### src/rtl/serial_add_seq_pkg.sv
// Shared definitions for the bit-serial adder/subtractor: FSM state encoding
// and the default operand width.
package serial_add_seq_pkg;

  localparam int unsigned DEFAULT_WIDTH = 8;

  typedef enum logic [1:0] {
    ST_IDLE  = 2'd0,
    ST_SHIFT = 2'd1,
    ST_DONE  = 2'd2
  } state_t;

endpackage

### src/rtl/serial_fa_bit.sv
// One-bit full adder with its carry flop; the carry is preloaded at operation
// start and advanced once per serial step.
module serial_fa_bit (
  input  logic clk,
  input  logic rst,
  input  logic i_load,
  input  logic i_load_val,
  input  logic i_en,
  input  logic i_a,
  input  logic i_b,
  output logic o_s_c,
  output logic o_cnext_c,
  output logic o_c
);

  logic r_c;

  assign o_s_c     = i_a ^ i_b ^ r_c;
  assign o_cnext_c = (i_a & i_b) | (i_a & r_c) | (i_b & r_c);
  assign o_c       = r_c;

  always_ff @(posedge clk) begin
    if (rst) begin
      r_c <= 1'b0;
    end else if (i_load) begin
      r_c <= i_load_val;
    end else if (i_en) begin
      r_c <= o_cnext_c;
    end
  end

endmodule

### src/rtl/serial_add_seq.sv
// Bit-serial add/subtract: one result bit per cycle, LSB first, with a
// valid/ready handshake on both sides and no overlap between operations.
module serial_add_seq
  import serial_add_seq_pkg::*;
#(
  parameter int unsigned WIDTH = DEFAULT_WIDTH
) (
  input  logic             clk,
  input  logic             rst,
  input  logic             in_valid,
  output logic             in_ready,
  input  logic [WIDTH-1:0] a,
  input  logic [WIDTH-1:0] b,
  input  logic             sub,
  output logic             out_valid,
  input  logic             out_ready,
  output logic [WIDTH-1:0] sum,
  output logic             cout,
  output logic             ovf,
  output logic             busy
);

  localparam int unsigned CW = $clog2(WIDTH);

  state_t           r_state;
  state_t           w_state_nxt;
  logic             w_accept;
  logic             w_shift;
  logic             w_last;
  logic [CW-1:0]    r_cnt;
  logic [WIDTH-1:0] r_ra;
  logic [WIDTH-1:0] r_rb;
  logic [WIDTH-1:0] r_sum;
  logic             r_cout;
  logic             r_ovf;
  logic             r_in_ready;
  logic             r_out_valid;
  logic             r_busy;
  logic             w_s;
  logic             w_cnext;
  logic             w_c;

  // Next-state and step strobes
  always_comb begin
    w_state_nxt = r_state;
    w_accept    = 1'b0;
    w_shift     = 1'b0;
    w_last      = 1'b0;
    case (r_state)
      ST_IDLE: begin
        if (in_valid) begin
          w_accept    = 1'b1;
          w_state_nxt = ST_SHIFT;
        end
      end
      ST_SHIFT: begin
        w_shift = 1'b1;
        if (r_cnt == CW'(WIDTH - 1)) begin
          w_last      = 1'b1;
          w_state_nxt = ST_DONE;
        end
      end
      ST_DONE: begin
        if (out_ready) begin
          w_state_nxt = ST_IDLE;
        end
      end
      default: w_state_nxt = ST_IDLE;
    endcase
  end

  // State register; status outputs are registered from the next state
  always_ff @(posedge clk) begin
    if (rst) begin
      r_state     <= ST_IDLE;
      r_in_ready  <= 1'b1;
      r_out_valid <= 1'b0;
      r_busy      <= 1'b0;
    end else begin
      r_state     <= w_state_nxt;
      r_in_ready  <= (w_state_nxt == ST_IDLE);
      r_out_valid <= (w_state_nxt == ST_DONE);
      r_busy      <= (w_state_nxt == ST_SHIFT);
    end
  end

  serial_fa_bit u_fa (
    .clk        (clk),
    .rst        (rst),
    .i_load     (w_accept),
    .i_load_val (sub),
    .i_en       (w_shift),
    .i_a        (r_ra[0]),
    .i_b        (r_rb[0]),
    .o_s_c      (w_s),
    .o_cnext_c  (w_cnext),
    .o_c        (w_c)
  );

  // Operand/result shift registers and bit counter; counter holds on the last step
  always_ff @(posedge clk) begin
    if (rst) begin
      r_ra   <= '0;
      r_rb   <= '0;
      r_sum  <= '0;
      r_cnt  <= '0;
      r_cout <= 1'b0;
      r_ovf  <= 1'b0;
    end else if (w_accept) begin
      r_ra  <= a;
      r_rb  <= sub ? ~b : b;
      r_cnt <= '0;
    end else if (w_shift) begin
      r_ra  <= r_ra >> 1;
      r_rb  <= r_rb >> 1;
      r_sum <= {w_s, r_sum[WIDTH-1:1]};
      if (w_last) begin
        r_cout <= w_cnext;
        r_ovf  <= w_c ^ w_cnext;
      end else begin
        r_cnt <= r_cnt + CW'(1);
      end
    end
  end

  assign in_ready  = r_in_ready;
  assign out_valid = r_out_valid;
  assign busy      = r_busy;
  assign sum       = r_sum;
  assign cout      = r_cout;
  assign ovf       = r_ovf;

endmodule

### config.mk
export PLATFORM = sky130hd
export DESIGN_NAME = serial_add_seq
export DESIGN_NICKNAME = d
export VERILOG_FILES = /design/src/rtl/serial_add_seq_pkg.sv /design/src/rtl/serial_fa_bit.sv /design/src/rtl/serial_add_seq.sv
export SDC_FILE = /design/constraint.sdc
export NUM_CORES = 1
export LEC_CHECK = 0
export ABC_AREA = 0
export CAP_MARGIN = 10
export CORE_MARGIN = 4
export CORE_UTILIZATION = 50
export DETAILED_ROUTE_END_ITERATION = 10
export PLACE_DENSITY = 0.83
export SLEW_MARGIN = 20
export SYNTH_ARGS = -nofsm -noshare
export SYNTH_HDL_FRONTEND = slang
export SYNTH_SLANG_ARGS = --single-unit
### constraint.sdc
create_clock -name clk -period 2.7 [get_ports clk]
set_input_delay 0.54 -clock clk [delete_from_list [all_inputs] [get_ports clk]]
set_output_delay 0.54 -clock clk [all_outputs]
set_load 0.005 [all_outputs]
==> qor.txt <==
outcome = finished clean
Area Growth Syn to Fin = 27.4%
Synth Cell Area = 0.00147 mm2
Initial Utilization = 52.9%
Setup violations, final = 0
total CTS buffers = 5
Tightest Pin Transition = 0.552 ns
Syn Nets = 187
worst vdd ir = 0.000402 V
num rows = 19
Slew HR = 63.2%
Ys Warns = 0
Post-Syn Instances = 163
first-pass GRT wire length = 5450 um
antenna violations before repair = 0
critical path's slowest cell = clkdlybuf4s50_1
type of origin of the critical path = flip-flop
post-route antenna net violation count = 0
WL/cell = 14.0 um
DRT Pass-1 Iters = 4
CTS Buffer Depth = 2
total setup buffers inserted after CTS = 0
clock root buffer = clkbuf_4
H-tree levels = 2
Die W = 62.2 um
count of final hold-check violations = 0
port bufs = 33
GRT Util Overall = 17.4%
gpl congestion = 0.781
Bufs and invs on worst path = 1
layout cell share with drive strength beyond 1 = 7.61%
I/O Pins = 34
Vias = 1266
register area share after synthesis = 47.6%
Top Usage Layer GRT = met2
Leakage = 0.695 nW
WP data required = 2.16 ns
number of global-route vias before repair = 1252
Post-CTS Resized = 0
commonest non-fill, non-tap cell in the layout = dfxtp_1
commonest non-fill, non-tap cells in the layout = 35 x dfxtp_1, 33 x clkdlybuf4s50_1, 24 x nand2_1
clock skew = 0.0103 ns
Vias/cell = 5.55
Top delay family on crit path = buffers and inverters
GR Layer Usage met2 = 30.8%
Slew Limit Fails = 0
Reg clk slew, reported paths = 0.10 ns
critical-path maximum fanout = 3
Max Cap Violations = 0
Fmax = 566 MHz
crit path DAT = 1.23 ns
Worst path max stage delay = 0.52 ns
Die H = 62.2 um
DRT Wirelength = 3190 um
Remaining Overflow, GRT = 0
Tcrit/Tclk final = 65.5%
synthesized area per cell = 9.03 um2
R2R Path Start = r_state[1]
1st-iter DRT viols = 76
Residual DRC = 0
synthesis-stage register bit count = 35
crit path from = sum[2]
hold buffer count at CTS = 0
Die Area = 0.00387 mm2
crit end category = output port
Setup Slack @ Placement = 0.638 ns
ant diodes = 0
RSZ-0062 raised after global routing = no
Netlist cell types = 32
met3 Usage GRT = 5.95%
Hold Path Class = flip-flop to flip-flop
Worst-Skew Late Latency = 0.35 ns
Total Negative Setup Slacks = 0 ns
Core Util, Final = 67.4%
CTS tree = done
Setup CP Type = flip-flop to output port
min Tclk post-route = 1.77 ns
worst setup margin = 0.933 ns
min-delay src = cout
Final #Nets = 220
# clock sinks = 35
met1 usage = 18.0%
largest net degree at the start of global routing = 19
CORE AREA = 0.00278 mm2
CP Cell Sequence = clkdlybuf4s50_1
Cell Pwr Density = 557 mW/mm2
DP HPWL = 2330 um
==> cell families (layout without fill, tap and decap cells) <==
logic type,after synthesis,after routing,share of synthesized area [%]
and+or+nand+nor,60,60,18.6
muxes,2,2,1.36
AOI/OAI and AO/OA,40,40,18.5
xor gates and xnor gates,10,10,5.95
buffers and inverters,13,47,4.93
DFF,35,35,47.6
adders and majority gates,3,3,3.06
==> synth_stat cells <==
cell type | number | share of area (%)
dfxtp_1 | 35 | 48
nand2_1 | 24 | 6.1
nor2_1 | 21 | 5.4
a21oi_1 | 18 | 6.1
a211oi_1 | 8 | 4.1
xnor2_1 | 8 | 4.8
a221o_1 | 7 | 4.8
buf_1 | 3 | 0.77
clkbuf_1 | 3 | 0.77
nand3_1 | 3 | 1.0
nor3_1 | 3 | 1.0
o22ai_1 | 3 | 1.3
buf_4 | 2 | 1.0
buf_6 | 2 | 1.5
ha_1 | 2 | 1.7
inv_1 | 2 | 0.51
mux2i_1 | 2 | 1.4
nand2b_1 | 2 | 0.85
xor2_1 | 2 | 1.2
a21o_1 | 1 | 0.51
a22oi_1 | 1 | 0.51
buf_2 | 1 | 0.34
fa_1 | 1 | 1.4
nand3b_1 | 1 | 0.51
nor2b_1 | 1 | 0.43
nor3b_1 | 1 | 0.51
nor3b_2 | 1 | 0.85
o21ba_2 | 1 | 0.68
o21bai_1 | 1 | 0.51
or3_1 | 1 | 0.43
or3b_2 | 1 | 0.60
or4b_4 | 1 | 0.94
==> stage by stage <==
stage                     hold slack (ns)  cell area, um2  power [mW]  instances
after floorplan                     0.437            1470       0.670        163
after global placement              0.445            1810       0.724        220
after detailed placement            0.453            1810       0.731        220
after CTS                           0.467            1870        1.05        228
after global routing                0.483            1870        1.10        228
final                               0.465            1870        1.04        228
==> state kept, by name, summed over array words and instances (netlist names), 2 cells and up <==
| signal | cells |
|---|---|
| r_ra | 8 |
| r_state | 2 |
| sum | 8 |
| r_cnt | 3 |
| r_rb | 8 |
==> power by group <==
part	total (mW)	internal [mW]	leakage [nW]	switching, mW
combinational	0.155	0.0822	0.369	0.0723
clock	0.324	0.153	0.0386	0.171
sequential	0.566	0.546	0.287	0.0203
==> path summary, 6_finish.rpt <==
check,end,slack [ns],cells after the start
max,sum[2],0.93,1
min,cout,0.46,2
max reg2reg,r_rb[0],0.99,3
min reg2reg,cout,0.46,2
==> layout make-up <==
| class | instances | area [um2] |
|---|---|---|
| Inverter | 2 | 7.51 |
| Clock buffer | 8 | 68.8 |
| Multi-Input combinational cell | 115 | 698 |
| Sequential cell | 35 | 701 |
| Timing Repair Buffer | 37 | 360 |
| Tap cell | 31 | 38.8 |
| Fill cell | 239 | 907 |
==> routing by layer <==
metal | share of wire [%] | vias to the layer above
li1 | - | 634
met1 | 41 | 595
met2 | 52 | 28
met3 | 4.8 | 9
met4 | 2.2 | 0
met5 | 0 | -
No activity file was read; power rests on OpenSTA's default activity.
